<file path="src/rtl/instruction_issue_unit.sv">
// instruction_issue_unit
// Front-end fetch/issue stage. Owns the PC, reads 32-bit words from a
// synchronous instruction ROM (one cycle read latency), splits each word
// into the decode field set and presents it through a 2-entry issue buffer
// over a valid/ready handshake. A jump from execute flushes the buffer and
// any in-flight read and restarts fetch at the jump target.
//
// Optional feature, selected with the macro ILLEGAL_TRAP_EN:
//   defined   - a type 2'b11 word is issued normally; its transfer sets
//               halted, stops fetch and discards everything else. Only
//               reset leaves the halted state, and jumps are ignored.
//   undefined - a type 2'b11 word is dropped when it returns from the ROM
//               and halted is tied low.
module instruction_issue_unit #(
    parameter int ADDR_W = 10,
    parameter int DATA_W = 32
) (
    input  logic              clk,
    input  logic              rst,
    output logic              imem_en,
    output logic [ADDR_W-1:0] imem_addr,
    input  logic [DATA_W-1:0] imem_rdata,
    input  logic              jump_en,
    input  logic [ADDR_W-1:0] jump_target,
    input  logic              issue_ready,
    output logic              issue_valid,
    output logic [1:0]        instruction_type,
    output logic [1:0]        func,
    output logic              imm,
    output logic              vector,
    output logic [25:0]       operands,
    output logic [ADDR_W-1:0] issue_pc,
    output logic              halted
);

    localparam logic [ADDR_W-1:0] PC_ONE  = {{(ADDR_W-1){1'b0}}, 1'b1};
    localparam logic [ADDR_W-1:0] PC_ZERO = {ADDR_W{1'b0}};

    // Architectural state
    logic [ADDR_W-1:0] pc_r;
    logic [ADDR_W-1:0] inflight_pc_r;
    logic              inflight_r;
    logic [1:0]        count_r;
    logic              rd_ptr_r;
    logic              wr_ptr_r;
    logic              halted_r;
    logic [DATA_W-1:0] buf_data_r [2];
    logic [ADDR_W-1:0] buf_pc_r   [2];

    // Per-cycle decisions
    logic              pop_s;
    logic              push_s;
    logic              fetch_s;
    logic              jump_s;
    logic              trap_s;
    logic [2:0]        occupancy_s;
    logic [DATA_W-1:0] head_word_s;

    // Handshake, fetch, push, jump and trap decisions for the current cycle
    always_comb begin
        pop_s       = 1'b0;
        push_s      = 1'b0;
        fetch_s     = 1'b0;
        jump_s      = 1'b0;
        trap_s      = 1'b0;
        head_word_s = buf_data_r[rd_ptr_r];

        if ((count_r != 2'd0) && issue_ready) begin
            pop_s = 1'b1;
        end else begin
            pop_s = 1'b0;
        end

        // The in-flight read already owns a buffer slot, so it is counted
        // here; this is what keeps a full buffer from being overrun.
        occupancy_s = {1'b0, count_r} + {2'b00, inflight_r} - {2'b00, pop_s};

        if (rst && !halted_r && !jump_en && (occupancy_s < 3'd2)) begin
            fetch_s = 1'b1;
        end else begin
            fetch_s = 1'b0;
        end

        if (jump_en && !halted_r) begin
            jump_s = 1'b1;
        end else begin
            jump_s = 1'b0;
        end

`ifdef ILLEGAL_TRAP_EN
        if (inflight_r) begin
            push_s = 1'b1;
        end else begin
            push_s = 1'b0;
        end
        if (pop_s && (head_word_s[31:30] == 2'b11)) begin
            trap_s = 1'b1;
        end else begin
            trap_s = 1'b0;
        end
`else
        if (inflight_r && (imem_rdata[31:30] != 2'b11)) begin
            push_s = 1'b1;
        end else begin
            push_s = 1'b0;
        end
        trap_s = 1'b0;
`endif
    end

    // PC, in-flight flag, issue buffer and halt state; trap beats jump beats
    // normal push/pop, and reset beats everything
    always_ff @(posedge clk) begin
        if (!rst) begin
            pc_r          <= PC_ZERO;
            inflight_pc_r <= PC_ZERO;
            inflight_r    <= 1'b0;
            count_r       <= 2'd0;
            rd_ptr_r      <= 1'b0;
            wr_ptr_r      <= 1'b0;
            halted_r      <= 1'b0;
            for (int i = 0; i < 2; i++) begin
                buf_data_r[i] <= {DATA_W{1'b0}};
                buf_pc_r[i]   <= PC_ZERO;
            end
        end else if (trap_s) begin
            halted_r   <= 1'b1;
            inflight_r <= 1'b0;
            count_r    <= 2'd0;
            rd_ptr_r   <= 1'b0;
            wr_ptr_r   <= 1'b0;
        end else if (jump_s) begin
            pc_r       <= jump_target;
            inflight_r <= 1'b0;
            count_r    <= 2'd0;
            rd_ptr_r   <= 1'b0;
            wr_ptr_r   <= 1'b0;
        end else begin
            inflight_r <= fetch_s;
            if (fetch_s) begin
                pc_r          <= pc_r + PC_ONE;
                inflight_pc_r <= pc_r;
            end
            if (push_s) begin
                buf_data_r[wr_ptr_r] <= imem_rdata;
                buf_pc_r[wr_ptr_r]   <= inflight_pc_r;
                wr_ptr_r             <= ~wr_ptr_r;
            end
            if (pop_s) begin
                rd_ptr_r <= ~rd_ptr_r;
            end
            count_r <= count_r + {1'b0, push_s} - {1'b0, pop_s};
        end
    end

    assign imem_en          = fetch_s;
    assign imem_addr        = fetch_s ? pc_r : PC_ZERO;
    assign issue_valid      = (count_r != 2'd0);
    assign instruction_type = head_word_s[31:30];
    assign func             = head_word_s[29:28];
    assign imm              = head_word_s[27];
    assign vector           = head_word_s[26];
    assign operands         = head_word_s[25:0];
    assign issue_pc         = buf_pc_r[rd_ptr_r];
`ifdef ILLEGAL_TRAP_EN
    assign halted           = halted_r;
`else
    assign halted           = 1'b0;
`endif

endmodule

</file>
<file path="config.mk">
export PLATFORM = sky130hd
export DESIGN_NAME = instruction_issue_unit
export DESIGN_NICKNAME = d
export VERILOG_FILES = /design/src/rtl/instruction_issue_unit.sv
export SDC_FILE = /design/constraint.sdc
export NUM_CORES = 1
export LEC_CHECK = 0
export BUFFER_PORTS_ARGS = -buffer_cell sky130_fd_sc_hd__buf_4
export CAP_MARGIN = 20
export CORE_MARGIN = 10
export CORE_UTILIZATION = 51
export DETAILED_ROUTE_END_ITERATION = 10
export PLACE_DENSITY = 0.78
export SYNTH_ARGS = -nofsm -noshare
export SYNTH_HDL_FRONTEND = slang
export SYNTH_SLANG_ARGS = --single-unit
</file>
<file path="constraint.sdc">
create_clock -name clk -period 9.4 [get_ports clk]
set_input_delay 0.94 -clock clk [delete_from_list [all_inputs] [get_ports clk]]
set_output_delay 0.94 -clock clk [all_outputs]
set_load 0.05 [all_outputs]
</file>
==> results.sh <==
export IMPL_slowest_stage="fa_1"
export IMPL_grt_overflow=0
export IMPL_fmax_ghz=0.231
export IMPL_vias_per_cell=5.15
export IMPL_die_w_microns=118
export IMPL_grt_use_total_pct=14.7
export IMPL_vdd_ir_drop_max_mv=0.0879
export IMPL_final_layout_size_suffix_gt1_share_pct=35.0
export IMPL_worst_pin_slew_ns=1.02
export IMPL_yosys_area_top_type="edfxtp_1"
export IMPL_timing_final_crit_share_pct=46.1
export IMPL_synth_commonest_cells="and2_1 (86), edfxtp_1 (84), mux2_2 (42)"
export IMPL_syn_inst=391
export IMPL_syn_to_final_growth_pct=21.4
export IMPL_power_leakage_nw=2.48
export IMPL_cp_arrival_ns=3.39
export IMPL_vias=3175
export IMPL_fp_row_count=35
export IMPL_powerDensity_nw_per_um2=164
export IMPL_finalSetupTns_ns=0
export IMPL_yosysWarningCount=0
export IMPL_path_cells="or2_2, and2_1, ha_1, nand2b_1, fa_1, xnor2_2, nand3_4, inv_2, nand2_1, inv_1, buf_4"
export IMPL_num_io_pins=101
export IMPL_grt_met1_usage_pct=19.2
export IMPL_clock_latency_ns=0.36
export IMPL_period_needed_ns=4.33
export IMPL_synth_most_common_cell="and2_1"
export IMPL_ys_flop_type="edfxtp_1"
export IMPL_path_buf_inv=3
export IMPL_finalCoreUtilization_pct=64.0
export IMPL_met2_usage_pct=23.6
export IMPL_wl_microns=10400
export IMPL_first_global_vias=3284
export IMPL_dieArea_sq_um=14000
export IMPL_crit_type="reg -> out"
export IMPL_dieHeight_microns=118
export IMPL_critPathRequiredTime_ns=8.46
export IMPL_io_buffers=99
export IMPL_ys_async_sr_fraction_pct=0
export IMPL_cts_tree="yes"
export IMPL_slew_violations=0
export IMPL_synth_avg_cell_area_sq_um=12.6
export IMPL_ant_nets=0
export IMPL_path_max_fanout=20
export IMPL_grt_pass1_wl_microns=16700
export IMPL_coreArea_sq_um=9330
export IMPL_postCtsHoldBufs=0
export IMPL_drc=0
export IMPL_cts_htree_levels=3
export IMPL_maxSlewHeadroom_pct=31.8
export IMPL_min_path_type="reg -> reg"
export IMPL_drv_cap=0
export IMPL_syn_area_sq_um=4920
export IMPL_syn_num_nets=442
export IMPL_busiest_layer="met2"
export IMPL_synth_cell_type_count=48
export IMPL_cts_root_buffer="clkbuf_8"
export IMPL_yosys_area_top_type_share_pct=51.3
export IMPL_endpoint_kind="output pin"
export IMPL_first_iter_violations=234
export IMPL_outcome="completed"
export IMPL_met3_usage_pct=3.19
export IMPL_initial_core_util_pct=52.7
export IMPL_synth_edf_count=84
export IMPL_hold_start="inflight_pc_r[2]"
export IMPL_rsz0062_at_grt="no"
export IMPL_finalSetupViolCount=0
export IMPL_synthTopCellsByArea="edfxtp_1 (51%), and2_1 (11%), dfxtp_1 (11%), mux2_2 (9.6%), nand2_1 (2.8%)"
export IMPL_regToRegStartpoint="count_r[1]"
export IMPL_finalHoldViolCount=0
export IMPL_ys_ff_latch=110
export IMPL_place_hpwl_microns=7090
export IMPL_startpoint="count_r[1]"
export IMPL_clk_path_buf_depth=2
export IMPL_grt_max_degree=43
export IMPL_cts_sinks=110
export IMPL_clkTransAtPathRegs_ns=0.10
export IMPL_antenna_found_initial=0
export IMPL_gp_congestion=0.877
export IMPL_n_antenna_cell=0
export IMPL_critPathLaunchType="flop"
export IMPL_cp_top_family="simple AND/OR/NAND/NOR gates"
export IMPL_fin_nets=534
export IMPL_ys_seq_area_share_pct=61.9
export IMPL_routedWlPerCell_microns=16.9
export IMPL_fin_skew_ns=0.00979
export IMPL_firstDrtPassIters=5
export IMPL_postCtsSetupBuffers=0
export IMPL_numCtsBuffers=9
export IMPL_cts_repair_resized=0
export IMPL_max_stage_delay_ns=0.42
[layout by cell type, fill, tap and decap left out, types with 2 or more instances in the layout]
cell      instances
nor2_1            6
clkbuf_8         10
dfxtp_1          25
ha_1              4
a31oi_1           3
and3_1            2
mux2_2           42
nand3_1           3
inv_1            17
buf_4           102
nand2_1          37
xnor2_1           3
o21a_1            2
o211ai_1          2
o31a_1            2
a21oi_1          16
nand4_1           3
edfxtp_1         84
o22ai_1           2
clkinv_4          3
or2_2             2
and2_1           86
[final timing paths]
| kind | to | slack, ns | depth (start not counted) |
|---|---|---|---|
| worst max-delay path | imem_addr[9] | 5.07 | 11 |
| worst min register to register | inflight_pc_r[2] | 0.48 | 2 |
| worst min-delay path | inflight_pc_r[2] | 0.48 | 2 |
| worst max register to register | pc_r[6] | 6.38 | 10 |
[metal layers]
metal | part of all wire [%] | vias to the layer above
met5 | 0 | -
met4 | 1.3 | 0
met3 | 5.9 | 13
met2 | 48 | 106
met1 | 45 | 1516
li1 | - | 1540
[metrics by stage]
stage	area, sq um	std cells	setup WS [ns]	power (mW)	hold WS, ns
after CTS	5950	616	5.05	0.982	0.481
final	5970	617	5.07	0.977	0.481
after floorplan	4920	391	4.63	0.648	0.440
after global routing	5970	617	4.86	1.01	0.501
after detailed placement	5740	600	5.14	0.695	0.467
after global placement	5740	600	5.26	0.691	0.469
[area by class of cell]
cell class                      count  area [sq um]
Inverter                           19          71.3
Clock buffer                       10           138
Sequential cell                   110          3040
Timing Repair Buffer              103           786
Tap cell                          129           161
Clock inverter                      6          70.1
Multi-Input combinational cell    240          1700
Fill cell                         734          3360
[state kept, by name, summed over array words and instances (netlist names), named ones only]
register       flops
buf_data_r        64
buf_pc_r          20
inflight_pc_r     10
pc_r              10
count_r            2
inflight_r         1
rd_ptr_r           1
wr_ptr_r           1
[logic make-up after synthesis]
| family | Yosys count | share of synthesized area (%) |
|---|---|---|
| flip-flops | 110 | 61.9 |
| XOR/XNOR | 5 | 1.04 |
| AO/OA/AOI/OAI | 37 | 4.88 |
| AND/OR/NAND/NOR | 150 | 17.2 |
| adder cells (fa/ha/maj) | 5 | 1.42 |
| buffers and inverters | 41 | 3.89 |
| multiplexers | 42 | 9.62 |
| other | 1 | 0.0762 |
[worst reg2reg max path, delay by kind of cell, from the launching register on]
kind	cells	cell delay, ns
simple gates	4	0.94
fa+ha+maj	2	0.69
compound gates	2	0.31
buf+inv	1	0.35
flops	1	0.39
xor+xnor	1	0.24
[power by group]
part           internal, mW  switching (mW)  total [mW]
logic                0.0473          0.0832       0.130
registers             0.542          0.0108       0.552
clock network         0.133           0.161       0.294
total                 0.722           0.255       0.977
(Power assumes the default switching activity.)
